<file path="config.mk">
export PLATFORM = sky130hd
export DESIGN_NAME = keyboard_state_decoder
export DESIGN_NICKNAME = d
export VERILOG_FILES = /design/src/rtl/keyboard_state_decoder_pkg.sv /design/src/rtl/scancode_lookup.sv /design/src/rtl/keyboard_state_decoder.sv
export SDC_FILE = /design/constraint.sdc
export NUM_CORES = 1
export LEC_CHECK = 0
export ABC_AREA = 1
export CORE_MARGIN = 5
export CORE_UTILIZATION = 63
export CTS_CLUSTER_DIAMETER = 60
export DETAILED_ROUTE_END_ITERATION = 7
export GPL_TIMING_DRIVEN = 0
export PLACE_DENSITY = 0.87
export SLEW_MARGIN = 0
export SYNTH_ARGS = -nofsm -noshare
export SYNTH_HDL_FRONTEND = slang
export SYNTH_HIERARCHICAL = 1
export SYNTH_SLANG_ARGS = --single-unit
</file>
<file path="constraint.sdc">
create_clock -name clk -period 4.6 [get_ports clk]
set_input_delay 0.92 -clock clk [delete_from_list [all_inputs] [get_ports clk]]
set_output_delay 0.92 -clock clk [all_outputs]
set_load 0.01 [all_outputs]
</file>
<file path="src/rtl/keyboard_state_decoder_pkg.sv">
// Shared definitions for the PS/2 keyboard state decoder.
// - Key-index macros, NUMBEROFKEYBOARDINPUTS and the scan-code tables as macros.
// - Package: FSM state type, prefix/control byte constants and byte classifiers.
// Ports: none (package only).

`ifndef KEYBOARD_STATE_DECODER_DEFS
`define KEYBOARD_STATE_DECODER_DEFS

`define NUMBEROFKEYBOARDINPUTS 20

// Key indices into inputStateStorage
`define keySpacebar 5'd0
`define keyEnter    5'd1
`define keyR        5'd2
`define keyNoteC    5'd3
`define keyNoteCs   5'd4
`define keyNoteD    5'd5
`define keyNoteDs   5'd6
`define keyNoteE    5'd7
`define keyNoteF    5'd8
`define keyNoteFs   5'd9
`define keyNoteG    5'd10
`define keyNoteGs   5'd11
`define keyNoteA    5'd12
`define keyNoteAs   5'd13
`define keyNoteB    5'd14
`define keyNoteC2   5'd15
`define keyUp       5'd16
`define keyDown     5'd17
`define keyLeft     5'd18
`define keyRight    5'd19

// Scan-code set 2, plain (non-extended) table
`define SC_SPACEBAR 8'h29
`define SC_ENTER    8'h5A
`define SC_R        8'h2D
`define SC_NOTE_C   8'h1C
`define SC_NOTE_CS  8'h1D
`define SC_NOTE_D   8'h1B
`define SC_NOTE_DS  8'h24
`define SC_NOTE_E   8'h23
`define SC_NOTE_F   8'h2B
`define SC_NOTE_FS  8'h2C
`define SC_NOTE_G   8'h34
`define SC_NOTE_GS  8'h35
`define SC_NOTE_A   8'h33
`define SC_NOTE_AS  8'h3C
`define SC_NOTE_B   8'h3B
`define SC_NOTE_C2  8'h42

// Scan-code set 2, extended (E0-prefixed) table
`define SC_EXT_UP    8'h75
`define SC_EXT_DOWN  8'h72
`define SC_EXT_LEFT  8'h6B
`define SC_EXT_RIGHT 8'h74

`endif

package keyboard_state_decoder_pkg;

  localparam int unsigned NUM_KEYS = `NUMBEROFKEYBOARDINPUTS;

  localparam logic [4:0] KEY_SPACEBAR = `keySpacebar;
  localparam logic [4:0] KEY_ENTER    = `keyEnter;
  localparam logic [4:0] KEY_R        = `keyR;

  localparam logic [7:0] SC_BREAK_PFX = 8'hF0;
  localparam logic [7:0] SC_EXT_PFX   = 8'hE0;
  localparam logic [7:0] SC_PAUSE_PFX = 8'hE1;

  // Bytes that follow E1 in the Pause sequence (E1 14 77 E1 F0 14 F0 77)
  localparam logic [2:0] PAUSE_TAIL_BYTES = 3'd7;

  typedef enum logic [2:0] {
    ST_IDLE,
    ST_BREAK,
    ST_EXT,
    ST_EXT_BREAK,
    ST_PAUSE_SKIP
  } state_t;

  function automatic logic is_overrun(input logic [7:0] b);
    return (b == 8'h00) || (b == 8'hFF);
  endfunction

  // Keyboard acknowledge / self-test / resend bytes
  function automatic logic is_ack(input logic [7:0] b);
    return (b == 8'hFA) || (b == 8'hAA) || (b == 8'hFE);
  endfunction

endpackage

</file>
<file path="src/rtl/scancode_lookup.sv">
// Combinational scan-code to key-index map.
// Ports:
//   extended - 1: code followed an E0 prefix (extended table)
//   code     - scan-code byte
//   hit      - 1 when the code is mapped
//   index    - key index into the state vector (0 when no hit)

module scancode_lookup (
  input  logic       extended,
  input  logic [7:0] code,
  output logic       hit,
  output logic [4:0] index
);

  always_comb begin
    hit   = 1'b1;
    index = '0;
    case ({extended, code})
      {1'b0, `SC_SPACEBAR}:  index = `keySpacebar;
      {1'b0, `SC_ENTER}:     index = `keyEnter;
      {1'b0, `SC_R}:         index = `keyR;
      {1'b0, `SC_NOTE_C}:    index = `keyNoteC;
      {1'b0, `SC_NOTE_CS}:   index = `keyNoteCs;
      {1'b0, `SC_NOTE_D}:    index = `keyNoteD;
      {1'b0, `SC_NOTE_DS}:   index = `keyNoteDs;
      {1'b0, `SC_NOTE_E}:    index = `keyNoteE;
      {1'b0, `SC_NOTE_F}:    index = `keyNoteF;
      {1'b0, `SC_NOTE_FS}:   index = `keyNoteFs;
      {1'b0, `SC_NOTE_G}:    index = `keyNoteG;
      {1'b0, `SC_NOTE_GS}:   index = `keyNoteGs;
      {1'b0, `SC_NOTE_A}:    index = `keyNoteA;
      {1'b0, `SC_NOTE_AS}:   index = `keyNoteAs;
      {1'b0, `SC_NOTE_B}:    index = `keyNoteB;
      {1'b0, `SC_NOTE_C2}:   index = `keyNoteC2;
      {1'b1, `SC_EXT_UP}:    index = `keyUp;
      {1'b1, `SC_EXT_DOWN}:  index = `keyDown;
      {1'b1, `SC_EXT_LEFT}:  index = `keyLeft;
      {1'b1, `SC_EXT_RIGHT}: index = `keyRight;
      default:               hit   = 1'b0;
    endcase
  end

endmodule

</file>
<file path="src/rtl/keyboard_state_decoder.sv">
// PS/2 scan-code set 2 decoder that keeps a held-key state vector.
// Ports:
//   clk, resetn        - clock (rising edge), async active-low reset
//   ps2Byte/Valid      - received byte and its one-cycle qualifier
//   inputStateStorage  - held key state, 1 = down
//   keyEventValid      - one-cycle pulse on a key-state bit change
//   keyEventIndex      - changed key index, valid with keyEventValid
//   keyEventPressed    - 1 = press, 0 = release, valid with keyEventValid
//   decodeError        - one-cycle pulse on overrun byte or prefix timeout

module keyboard_state_decoder
  import keyboard_state_decoder_pkg::*;
#(
  parameter int unsigned TIMEOUT_CYCLES = 100000,
  parameter int unsigned NKEYS          = `NUMBEROFKEYBOARDINPUTS
) (
  input  logic             clk,
  input  logic             resetn,
  input  logic [7:0]       ps2Byte,
  input  logic             ps2ByteValid,
  output logic [NKEYS-1:0] inputStateStorage,
  output logic             keyEventValid,
  output logic [4:0]       keyEventIndex,
  output logic             keyEventPressed,
  output logic             decodeError
);

  localparam int TMO_W = (TIMEOUT_CYCLES > 1) ? $clog2(TIMEOUT_CYCLES) : 1;
  localparam logic [TMO_W-1:0] TMO_LAST = TMO_W'(TIMEOUT_CYCLES - 1);

  state_t           state, state_next;
  logic [2:0]       skip_cnt, skip_next;
  logic [TMO_W-1:0] tmo_cnt, tmo_next;

  // Decode actions produced by the next-state logic
  logic lk_req, lk_ext, lk_make, overrun, timeout;
  logic lk_hit;
  logic [4:0] lk_index;

  logic [NKEYS-1:0] keys_next;
  logic             ev_valid_next, ev_pressed_next, err_next;
  logic [4:0]       ev_index_next;

  scancode_lookup u_lookup (
    .extended (lk_ext),
    .code     (ps2Byte),
    .hit      (lk_hit),
    .index    (lk_index)
  );

  // State register
  always_ff @(posedge clk or negedge resetn) begin
    if (!resetn) begin
      state    <= ST_IDLE;
      skip_cnt <= '0;
      tmo_cnt  <= '0;
    end else begin
      state    <= state_next;
      skip_cnt <= skip_next;
      tmo_cnt  <= tmo_next;
    end
  end

  // Next-state logic. A valid byte always wins over timeout expiry in the
  // same cycle because the timeout branch is only taken without a byte.
  always_comb begin
    state_next = state;
    skip_next  = skip_cnt;
    tmo_next   = tmo_cnt;
    lk_req     = 1'b0;
    lk_ext     = 1'b0;
    lk_make    = 1'b0;
    overrun    = 1'b0;
    timeout    = 1'b0;
    if (ps2ByteValid) begin
      tmo_next = '0;
      if (is_overrun(ps2Byte)) begin
        overrun    = 1'b1;
        state_next = ST_IDLE;
        skip_next  = '0;
      end else begin
        case (state)
          ST_IDLE: begin
            if (ps2Byte == SC_BREAK_PFX) begin
              state_next = ST_BREAK;
            end else if (ps2Byte == SC_EXT_PFX) begin
              state_next = ST_EXT;
            end else if (ps2Byte == SC_PAUSE_PFX) begin
              state_next = ST_PAUSE_SKIP;
              skip_next  = PAUSE_TAIL_BYTES;
            end else if (!is_ack(ps2Byte)) begin
              lk_req  = 1'b1;
              lk_make = 1'b1;
            end
          end
          ST_BREAK: begin
            lk_req     = 1'b1;
            state_next = ST_IDLE;
          end
          ST_EXT: begin
            if (ps2Byte == SC_BREAK_PFX) begin
              state_next = ST_EXT_BREAK;
            end else begin
              lk_req     = 1'b1;
              lk_ext     = 1'b1;
              lk_make    = 1'b1;
              state_next = ST_IDLE;
            end
          end
          ST_EXT_BREAK: begin
            lk_req     = 1'b1;
            lk_ext     = 1'b1;
            state_next = ST_IDLE;
          end
          ST_PAUSE_SKIP: begin
            skip_next = skip_cnt - 3'd1;
            if (skip_cnt <= 3'd1) state_next = ST_IDLE;
          end
          default: state_next = ST_IDLE;
        endcase
      end
    end else if (state != ST_IDLE) begin
      if (tmo_cnt == TMO_LAST) begin
        timeout    = 1'b1;
        state_next = ST_IDLE;
        tmo_next   = '0;
        skip_next  = '0;
      end else begin
        tmo_next = tmo_cnt + 1'b1;
      end
    end
  end

  // Output logic: key vector update and event generation
  always_comb begin
    keys_next       = inputStateStorage;
    ev_valid_next   = 1'b0;
    ev_index_next   = keyEventIndex;
    ev_pressed_next = keyEventPressed;
    err_next        = overrun | timeout;
    if (overrun) begin
      keys_next = '0;
    end else if (lk_req && lk_hit && (32'(lk_index) < NKEYS)) begin
      for (int unsigned i = 0; i < NKEYS; i++) begin
        // Typematic repeats and breaks of released keys leave the bit alone
        if (i == 32'(lk_index) && inputStateStorage[i] != lk_make) begin
          keys_next[i]    = lk_make;
          ev_valid_next   = 1'b1;
          ev_index_next   = lk_index;
          ev_pressed_next = lk_make;
        end
      end
    end
  end

  always_ff @(posedge clk or negedge resetn) begin
    if (!resetn) begin
      inputStateStorage <= '0;
      keyEventValid     <= 1'b0;
      keyEventIndex     <= '0;
      keyEventPressed   <= 1'b0;
      decodeError       <= 1'b0;
    end else begin
      inputStateStorage <= keys_next;
      keyEventValid     <= ev_valid_next;
      keyEventIndex     <= ev_index_next;
      keyEventPressed   <= ev_pressed_next;
      decodeError       <= err_next;
    end
  end

endmodule

</file>
* Yosys cells after proc, flatten, opt, wreduce, memory -nomap -nowiden
Index checks and enable logic that the tools add are counted.
Word-level totals: word-level logic and storage cells 311, register bits after elaboration 51, bits of input ports 11, output and inout port bits 28
Cells by class: bitwise gates (word level) 2, reductions and logical operators 78, equal/unequal tests 77, multiplexer cells 123, add/subtract/negate cells 2, order comparisons 2
Operators by type and width (count):
- two-way mux 5 bit | 20
- == test 9 x 6 -> 1 bit (second input constant) | 11
- one-hot mux 5 bit (19 select lines) | 1
- two-way mux 1 bit | 78
- == test 8 bit (second input constant) | 7
- two-way mux 17 bit | 3
- nonzero test 2 bit | 23
- == test 4 x 5 -> 1 bit (first input constant) | 8
- two-way mux 20 bit | 2
- AND reduction 2 bit | 20
- two-way mux 3 bit | 13
- == test 9 bit (second input constant) | 4
- == test 9 x 5 -> 1 bit (second input constant) | 3
- logical AND 1 bit | 22
- == test 3 x 5 -> 1 bit (first input constant) | 4
- == test 5 bit (first input constant) | 4
- != test 1 bit | 20
- nonzero test 20 bit | 1
- OR reduction 20 bit | 1
- == test 9 x 7 -> 1 bit (second input constant) | 2
- adder 17 x 1 -> 17 bit (second input constant) | 1
- == test 17 bit (second input constant) | 1
- != test 4 bit (second input constant) | 4
- == test 2 x 5 -> 1 bit (first input constant) | 2
- 25 further kinds | 29

* Logic depth before layout (Yosys ltp)
Gate-level depths: netlist of the first run.
depth in word-level cells 34, gate-level depth with buffers 26, depth with buffers taken out 26

* By module
Netlist of the first run, hierarchy kept.
By module, submodules not included:
- keyboard_state_decoder | sequential area each 1276.2 sq um, area an instance 3485.8 sq um, cells each 473, times used 1
- scancode_lookup | sequential area each 0.0 sq um, area an instance 459.2 sq um, cells each 100, times used 1

* Worst setup path before layout of the first run
No wires, ideal clock.
path type input -> register, from input ps2Byte[6], to register inputStateStorage[10], arrival 3.098 ns, required time 4.473 ns, slack 1.375 ns, setup time 0.127 ns, stages on the path 19, path buffers 1, cells stage by stage nand2_1 -> inv_2 -> nand2_2 -> nor2_4 -> nand2_1 -> nand3_1 -> nor2_1 -> nand3_1 -> nor2_2 -> nand2_1 -> nand3_1 -> clkinv_1 -> o21ai_0 -> nor2_1 -> o21ai_1 -> clkbuf_1 -> o21ai_0 -> nand2_1 -> o21ai_0
Between the ends: elaborated cells between the ends (all ways) 62, classes of those cells order compare (1); eq/ne (29); mux (21); reduce/logical (11)
RTL lines:
- start: declaration | RTL line keyboard_state_decoder.sv:19 | input logic [7:0] ps2Byte,
- == test 8 bit | RTL line keyboard_state_decoder.sv:101 | if (ps2Byte == SC_BREAK_PFX) begin
- two-way mux 1 bit | RTL line keyboard_state_decoder.sv:101
- one-hot mux 1 bit (2 select lines) | RTL line keyboard_state_decoder.sv:82 | case (state)
- two-way mux 1 bit (*) | RTL line keyboard_state_decoder.sv:77 | if (is_overrun(ps2Byte)) begin
- two-way mux 1 bit (*) | RTL line keyboard_state_decoder.sv:75 | if (ps2ByteValid) begin
- via lk_ext | RTL line keyboard_state_decoder.sv:36 | logic lk_req, lk_ext, lk_make, overrun, timeout;
- == test 9 bit, or another cell as far along | RTL line scancode_lookup.sv:18 | case ({extended, code})
- one-hot mux 5 bit (19 select lines) (*) | RTL line scancode_lookup.sv:18
- via lk_index[4] | RTL line keyboard_state_decoder.sv:38 | logic [4:0] lk_index;
- < comparator 5 bit / == test 4 x 5 -> 1 bit (equally long branches) | RTL line keyboard_state_decoder.sv:143, keyboard_state_decoder.sv:146
- logical AND 1 bit, on equally long branches | RTL line keyboard_state_decoder.sv:143, keyboard_state_decoder.sv:146
- nonzero test 2 bit (no line)
- AND reduction 2 bit (no line) (*)
- end signal: assignment | RTL line keyboard_state_decoder.sv:164 | inputStateStorage <= keys_next;
- end: declaration | RTL line keyboard_state_decoder.sv:21 | output logic [NKEYS-1:0] inputStateStorage,
Mark *: on every way through the listed nets, which the timed path passes. The rest lies on a longest branch. The select of a mux whose other input is x is not followed. A chain may end at the register's enable or synchronous reset.

* Worst setup path after layout of the first run
from input ps2Byte[4], to register inputStateStorage[14]
The elaborated chain is that of the path after synthesis.

==> flow_summary.ini, run 1 <==
[status]
status = finished, final reports clean

[grt]
grt_util_all_layers_pct = 25.6
antenna_found_initial = 0
grt-ovfl-total = 0
grt_first_pass_wirelength_mm = 16.4
grt_pass1_vias = 3744
grt_max_degree = 31

[sta]
rsz0062_at_grt = false
max_freq_ghz = 0.238
fin_tns_setup_ps = 0
timing_hold_violations_final = 0
finalCritPeriodShare_pct = 91.2
worst_slew_pin_slew_ps = 529
timing.final.crit_period_ps = 4190
maxSlewViolCount = 0
skew_ps = 12.0
setup-violations-final = 0
max_slew_margin_pct = 64.7

[placed_design]
hpwlAfterDp_mm = 7.45
place_area_um2 = 4430
place_congestion = 0.959
port_buffers = 38

[yosys]
synth_edf_count = 0
ys_types = 38
avgSynthCellArea_um2 = 6.88
synth_async_sr_flop_share_pct = 100
yosys_warnings = 6
yosysTopAreaCellShare_pct = 32.4
ys_seq_area_share_pct = 32.4
ys_ff_latch = 51
synth_top_cell_by_area = dfrtp_1
yosys-top-cells-area = dfrtp_1 32%, nand2_1 13%, nand3_2 7.1%, nor2_1 6.9%, o21ai_0 6.5%
synthesis.nets = 587
synthFlopType = dfrtp_1
syn_inst = 573
synthesis.area_um2 = 3950

[routing]
ant_nets = 0
drtIter0Drc = 284
drcViolationCount = 0
wl_per_cell_um = 13.8
vias = 3942
avgViaCountPerCell = 5.67
drt-total-wl_mm = 9.57
drtPass1Iterations = 5

[cells_and_area]
final_common_cell = nand2_1
final_area_um2 = 4570
nets = 633
fill_cells = 471
n_antenna_cell = 0
multi_input_area_um2 = 2260
drive_above_1_share_pct = 16.8
layout_common_cells = 134 x nand2_1, 71 x nor2_1, 62 x inv_1
area_delta_synth_final_pct = 15.7
final-seq-area_um2 = 1280

[clocking]
cts_setup_buffers = 0
clkTransAtPathRegs_ps = 100
cts_hold_buf = 0
cts_resized = 0
cts_tree = built
clk_latency_ps = 310
cts_root_buf = clkbuf_8
cts_buffers = 5
clock-sinks = 51
clk_path_buf_depth = 2
ctsHtreeMaxLevel = 2

[floorplan]
rows = 28
fp.dieArea_um2 = 7940
initial_utilization_pct = 65.9
core_area_um2 = 5990
die_x_um = 89.1
io_pins = 39
die_y_um = 89.1

[setup_path]
critPathLaunchType = primary input
cp.required_ps = 4810
path_class = primary input to register
cp-end-kind = register
crit_fanout = 10
crit_arrival_ps = 4400

[power_and_ir_drop]
power.density_nw_per_um2 = 335
ir_worst_vdd_v = 0.000190
p_leak_nw = 2.15
p_total_mw = 1.53

[hold_path]
hold_path_class = register to register

[job]
drv_cap = 0
## synth_stat cells (2+ instances only)
master,instances
a211oi_1,4
a21oi_1,9
a311oi_1,2
a31oi_1,2
buf_12,2
buf_6,2
buf_8,2
clkbuf_1,6
clkinv_1,3
dfrtp_1,51
ha_1,3
inv_1,62
inv_2,14
nand2_1,134
nand2_2,12
nand2_4,4
nand3_1,42
nand3_2,28
nand4_1,11
nor2_1,72
nor2_2,13
nor2_4,7
nor3_1,13
o21ai_0,51
o21ai_1,6
o22ai_1,3
xnor2_1,2
xor2_1,3
## cells by family after synthesis
group                    count (synthesis)  synth area share [%]
AO/OA/AOI/OAI                           84                  12.1
XOR/XNOR                                 5                  1.11
adder cells (fa/ha/maj)                  3                 0.952
flip-flops                              51                  32.4
AND/OR/NAND/NOR                        338                  42.9
buffers and inverters                   92                  10.5
## routing by layer
layer	up-vias	GRT usage, %	wire length, um
met4	0	6.50	118
met5	-	0	0
met3	15	3.87	639
met1	1815	36.3	4440
li1	1958	-	-
met2	154	41.3	4370
## worst max-delay path, cell delays in order
cell and delay [ps]:
clkdlybuf4s50_1 620, nand2_1 200, inv_2 60, nand3_2 100, nand3_2 160, nor2_2 270
inv_2 80, nand2_1 80, nor2_1 70, nand2_1 80, nand2_1 80, nor2_1 90
nand4_1 230, nor2_1 320, o21ai_0 130, nor2_1 110, o21ai_1 120, clkbuf_2 230
o21ai_0 270, nand2_1 70, o21ai_0 110
## area by class of cell
type                       count  share of cell area [%]
timing repair buffer          39                    8.66
buffer                        13                    2.66
clock inverter                 2                   0.767
tap                           75                    2.06
multi-input combinational    430                    49.5
inverter                      79                    6.58
sequential                    51                    28.0
clock buffer                   6                    1.81
## per-stage QoR
step | instances | utilization, % | hold WS [ps] | setup slack [ps]
after floorplan | 573 | - | 507 | 1370
after global placement | 686 | 73.8 | 457 | -90.0
after detailed placement | 687 | 74.0 | 462 | -181
after CTS | 695 | 76.0 | 485 | 81.2
after global routing | 695 | 76.2 | 509 | 12.2
final | 695 | 76.2 | 485 | 406
## path summary, 6_finish.rpt
path,slack (ps),startpoint,endpoint,depth (start not counted)
max,410,ps2Byte[4],inputStateStorage[14],21
min,490,keyEventIndex[4],keyEventIndex[4],2
max reg2reg,1570,state[0],inputStateStorage[14],19
min reg2reg,490,keyEventIndex[4],keyEventIndex[4],2
max in group asynchronous,3480,resetn,inputStateStorage[9],2
min in group asynchronous,580,resetn,inputStateStorage[2],1
## power by group
group	switching (mW)	leakage, nW	internal (mW)
registers	0.0483	0.621	0.511
logic	0.382	1.47	0.263
clock network	0.150	0.0612	0.176
total	0.580	2.15	0.950
## sequential cells by signal (all words and copies together), names as in the netlist
name / cells
state: 3
keyEventIndex: 5
inputStateStorage: 20
keyEventPressed: 1
decodeError: 1
keyEventValid: 1
skip_cnt: 3
tmo_cnt: 17
Power figures use the tool's default switching activity.
==> run 2: changes to the inputs <==
CORE_MARGIN = 1   (was 5)
TNS_END_PERCENT = 100   (was not set)
==> flow_summary.ini, run 2 (synthesis results as in run 1) <==
[sta]
max_freq_ghz = 0.236
timing_hold_violations_final = 0
max_slew_margin_pct = 63.9
timing.final.crit_period_ps = 4240
maxSlewViolCount = 0
fin_tns_setup_ps = 0
rsz0062_at_grt = false
worst_slew_pin_slew_ps = 541
setup-violations-final = 0
skew_ps = 13.6
finalCritPeriodShare_pct = 92.1

[grt]
antenna_found_initial = 0
grt_max_degree = 35
grt_pass1_vias = 3668
grt_util_all_layers_pct = 32.0
grt_first_pass_wirelength_mm = 16.4
grt-ovfl-total = 0

[floorplan]
fp.dieArea_um2 = 6580
die_x_um = 81.1
core_area_um2 = 5990
initial_utilization_pct = 65.9
die_y_um = 81.1
rows = 28
io_pins = 39

[setup_path]
crit_fanout = 10
cp_common_cell = nand2_1
crit_arrival_ps = 4440
path_class = primary input to register
critPathLaunchType = primary input
cp-end-kind = register
critPathTopFamily = simple AND/OR/NAND/NOR gates
cp_cell_sequence = clkdlybuf4s50_1 > nand2_1 > inv_2 > nand2_2 > nor2_4 > nand2_1 > nand3_1 > nor2_2 > inv_2 > nand2_1 > nor2_1 > nand3_2 > nand2_1 > nor2_2 > nand3_1 > nor2_2 > o21ai_0 > nor2_1 > o21ai_1 > clkbuf_2 > o21ai_0 > o21ai_0
max_stage_delay_ps = 720
crit_buf_inv = 4
cp_slowest_cell = clkdlybuf4s50_1
cp.required_ps = 4800

[placed_design]
hpwlAfterDp_mm = 7.67
place_area_um2 = 4430
port_buffers = 38
place_congestion = 0.906
place_inst = 687

[cells_and_area]
fin_cells = 694
nets = 633
max_flop_register = inputStateStorage
layout_common_cells = 134 x nand2_1, 70 x nor2_1, 62 x inv_1
fill_cells = 468
reg_top3 = inputStateStorage (20), tmo_cnt (17), keyEventIndex (5)
final_common_cell = nand2_1
final-seq-area_um2 = 1280
largest_register_ffs = 20
drive_above_1_share_pct = 16.8
final_area_um2 = 4560
area_delta_synth_final_pct = 15.5
n_antenna_cell = 0
multi_input_area_um2 = 2260

[hold_path]
hold_path_class = register to register

[routing]
ant_nets = 0
vias = 3973
drcViolationCount = 0
drtIter0Drc = 291
wl_per_cell_um = 14.3
avgViaCountPerCell = 5.72
drt-total-wl_mm = 9.92
drtPass1Iterations = 5

[clocking]
ctsHtreeMaxLevel = 2
cts_tree = built
clk_path_buf_depth = 2
cts_buffers = 5
clock-sinks = 51
cts_hold_buf = 0
cts_resized = 0
clk_latency_ps = 310
clkTransAtPathRegs_ps = 100
cts_setup_buffers = 0
cts_root_buf = clkbuf_8

[power_and_ir_drop]
p_leak_nw = 2.14
p_int_mw = 0.935
power_frac_comb_pct = 42.9
switchingPower_mw = 0.587
pwr-share-seq_pct = 36.8
ir_worst_vdd_v = 0.000194
power.density_nw_per_um2 = 334
p_sw_share_pct = 38.6
p_clk_share_pct = 20.3

[status]
status = finished, final reports clean

[job]
drv_cap = 0
run 2: tightest hold or removal path, cell delays in order, from the launching register on:
cell and delay [ps]:
dfrtp_1 360, nand2_1 50, nand2_1 40
run 2: power by group through the flow:
stage / Combinational (mW) / Sequential [mW] / Clock [mW]
2_1_floorplan: 0.429 / 0.578 / 0
3_3_place_gp: 0.619 / 0.565 / 0
3_5_place_dp: 0.643 / 0.567 / 0
4_1_cts: 0.648 / 0.559 / 0.311
5_1_grt: 0.712 / 0.567 / 0.327
6_report: 0.654 / 0.559 / 0.309
run 2: metrics by stage:
step	setup WS [ps]	util (%)	hold slack, ps	power, mW
5_1_grt	22.7	76.1	516	1.61
4_1_cts	45.2	75.8	484	1.52
3_5_place_dp	-245	74.0	460	1.21
2_1_floorplan	1370	-	507	1.01
6_report	362	76.1	483	1.52
3_3_place_gp	-110	73.8	458	1.18
run 2: layout make-up:
class                   count  share of cell area, %
clock buffers               5                   1.51
repair buffers             39                   8.68
well taps                  75                   2.06
clock inverters             2                  0.824
flip-flops and latches     51                   28.0
plain buffers              13                   2.66
inverters                  79                   6.59
multi-input cells         430                   49.7
run 2: layer usage:
layer / GRT usage (%) / wire length, um
met2: 52.0 / 4680
met3: 4.49 / 606
met5: 0 / 0
met1: 44.9 / 4550
met4: 7.68 / 82
run 2: path summary, 6_finish.rpt:
path / start / end / slack, ps / cells after the start
worst max-delay path: ps2Byte[4] / inputStateStorage[14] / 360 / 22
worst min-delay path: keyEventIndex[3] / keyEventIndex[3] / 480 / 2
worst max register to register: state[0] / inputStateStorage[14] / 1520 / 19
worst min register to register: keyEventIndex[3] / keyEventIndex[3] / 480 / 2
max in group asynchronous: resetn / inputStateStorage[11] / 3530 / 2
min in group asynchronous: resetn / keyEventIndex[3] / 530 / 1
==> run 3: changes to the inputs <==
ABC_AREA = not set   (was 1)
CORE_UTILIZATION = 62   (was 63)
PLACE_DENSITY = 0.86   (was 0.87)
==> flow_summary.ini, run 3 <==
[placed_design]
port_buffers = 38
place_congestion = 0.945
hpwlAfterDp_mm = 7.02

[sta]
setup_slack_ps = -763
max_slew_margin_pct = 42.1
maxSlewViolCount = 0
worst_slew_pin_slew_ps = 869
finalCritPeriodShare_pct = 117
rsz0062_at_grt = true
setup-violations-final = 27
max_freq_ghz = 0.186
skew_ps = 23.4
timing.final.crit_period_ps = 5360
fin_tns_setup_ps = -8280
timing_hold_violations_final = 0

[power_and_ir_drop]
p_clk_share_pct = 22.6
p_sw_share_pct = 37.0
p_int_mw = 0.890
switchingPower_mw = 0.523
p_leak_nw = 2.08
ir_worst_vdd_v = 0.000229
p_total_mw = 1.41
power_frac_comb_pct = 37.3
power.density_nw_per_um2 = 280
pwr-share-seq_pct = 40.1

[floorplan]
fp.dieArea_um2 = 6240
core_area_um2 = 5610
initial_utilization_pct = 65.6
rows = 27
die_y_um = 79.0
die_x_um = 79.0
io_pins = 39

[setup_path]
reg2reg_depth = 16
r2r_slack_ps = 80
crit_arrival_ps = 5590
cp.required_ps = 4830
max_stage_delay_ps = 520
endpoint = keyEventIndex[4]
worstSetupStartpoint = ps2Byte[2]
crit_buf_inv = 3
cp-end-kind = register
regToRegStartpoint = state[1]
critPathLaunchType = primary input
critPathTopFamily = simple AND/OR/NAND/NOR gates
cp_cell_sequence = buf_8 > or3_4 > or4_4 > nor2_4 > and3b_2 > nor4b_4 > nand3b_4 > or4_4 > or2b_1 > buf_8 > mux2i_4 > a32oi_1 > o2111a_1 > a211oi_2 > a311oi_4 > a41oi_4 > buf_12 > mux2_4
r2r_end = keyEventIndex[4]
cp_slowest_cell = or4_4
crit_fanout = 7
cp.depth = 18
path_class = primary input to register

[cells_and_area]
nets = 511
layout_common_cells = 51 x dfrtp_1, 32 x nand2_1, 29 x nor2_1, 29 x clkdlybuf4s50_1, 28 x buf_4
largest_register_ffs = 20
max_flop_register = inputStateStorage
final_common_cell = dfrtp_1
drive_above_1_share_pct = 32.8
area_delta_synth_final_pct = 37.2
n_antenna_cell = 0
multi_input_area_um2 = 2630
utilization_pct = 90.0
fill_cells = 245
reg_top3 = inputStateStorage (20), tmo_cnt (17), keyEventIndex (5)
final-seq-area_um2 = 1280

[yosys]
yosys_warnings = 6
avgSynthCellArea_um2 = 8.84
yosys.area_share.simple_pct = 27.2
synth_top_cell_by_area = dfrtp_1
syn_inst = 416
yosys-mux-area-fraction_pct = 10.0
yosysTopAreaCellShare_pct = 34.7
synthesis.nets = 430
ys_ff_latch = 51
ys_types = 67
synth_top_family_by_area = simple AND/OR/NAND/NOR gates
synth_async_sr_flop_share_pct = 100
synth_most_common_cell = dfrtp_1
synthesis.area_um2 = 3680
yosys-top-cells-area = dfrtp_1 35%, mux2_2 8.3%, a21oi_1 3.7%, nor2_1 3.7%, o21ai_0 3.3%
synthAdderAreaFrac_pct = 1.02
synth_compound_area_share_pct = 20.8
synthFlopType = dfrtp_1
synth_edf_count = 0
ys_seq_area_share_pct = 34.7
synth-xor-area-share_pct = 1.90
yosys-top-cells-count = 51 x dfrtp_1, 36 x nor2_1, 32 x nand2_1, 27 x a21oi_1, 27 x mux2_2

[clocking]
clk_latency_ps = 330
cts_buffers = 5
clock-sinks = 51
cts_tree = built
ctsHtreeMaxLevel = 2
clk_path_buf_depth = 2
clkTransAtPathRegs_ps = 110
cts_root_buf = clkbuf_8

[status]
violations = setup timing
status = finished with violations

[grt]
grt_first_pass_wirelength_mm = 18.4
grt_pass1_vias = 3769
grt_util_all_layers_pct = 38.1
antenna_found_initial = 0
grt-ovfl-total = 0
grt_max_degree = 28

[routing]
drtIter0Drc = 622
ant_nets = 0
wl_per_cell_um = 25.4
drcViolationCount = 0
avgViaCountPerCell = 7.76
drtPass1Iterations = 6
vias = 4418
drt-total-wl_mm = 14.4

[hold_path]
hold_path_class = register to register

[job]
drv_cap = 0
## run 3: cell count changes in the layout (fill, tap and decap cells not counted), moves of 10 or more
cell     delta
nand2_1   -102
inv_1      -52
nor2_1     -41
nand3_1    -34
nand3_2    -29
o21ai_0    -29
buf_4      +28
mux2_4     +17
inv_2      -14
nor2_2     -14
nand2_2    -12
mux2_2     +11
a21oi_2    +10
## run 3: worst min path at each step
stage	cells past startpoint	slack, ps	start	to
3_3_place_gp	1	490	keyEventIndex[4]	keyEventIndex[4]
3_5_place_dp	1	500	keyEventIndex[4]	keyEventIndex[4]
6_report	1	530	tmo_cnt[3]	tmo_cnt[3]
2_1_floorplan	1	470	tmo_cnt[8]	tmo_cnt[8]
5_1_grt	1	550	tmo_cnt[3]	tmo_cnt[3]
4_1_cts	1	520	tmo_cnt[3]	tmo_cnt[3]
## run 3: final cells by class
class                           instances  area share [%]
Sequential cell                        51            25.3
Clock inverter                          2           0.743
Clock buffer                            5            1.36
Buffer                                 25            3.84
Tap cell                               72            1.78
Timing Repair Buffer                   75            14.1
Inverter                               11           0.867
Multi-Input combinational cell        328            52.1
## run 3: cell families after synthesis
family	Yosys count
xor gates and xnor gates	8
AOI/OAI and AO/OA	107
muxes	33
adders and majority gates	3
buffers and inverters	37
and+or+nand+nor	177
DFF	51
## run 3: timing repair
action                     in CTS  in global routing
setup endpoints to repair      27                 27
setup buffers                  22                 14
resized for setup              93                 42
pin swaps                      31                 28
hold buffers                    0                  0
gates cloned                    0                  1
## run 3: power by group through the flow
stage                     sequential [mW]  combinational, mW  clock [mW]
after floorplan                     0.563              0.274           0
after global placement              0.559              0.415           0
after detailed placement            0.563              0.430           0
after CTS                           0.558              0.458       0.316
after global routing                0.572              0.558       0.336
final                               0.567              0.527       0.319
## run 3: metal layers
layer  global-route usage [%]  vias to the layer above  wire (um)
met2                     62.2                      492       6310
met1                     46.8                     2006       4790
met3                     7.36                      200       1940
li1                         -                     1720          -
met5                        0                        -          0
met4                     22.0                        0       1390
## run 3: per-stage QoR
step | hold WS (ps) | std cells | setup WS (ps) | cell area, um2
CTS | 520 | 554 | -472 | 4760
finish | 528 | 569 | -763 | 5050
global route | 547 | 569 | -793 | 5050
floorplan | 468 | 416 | -397 | 3760
global placement | 489 | 526 | -1540 | 4230
detailed placement | 501 | 527 | -1700 | 4250
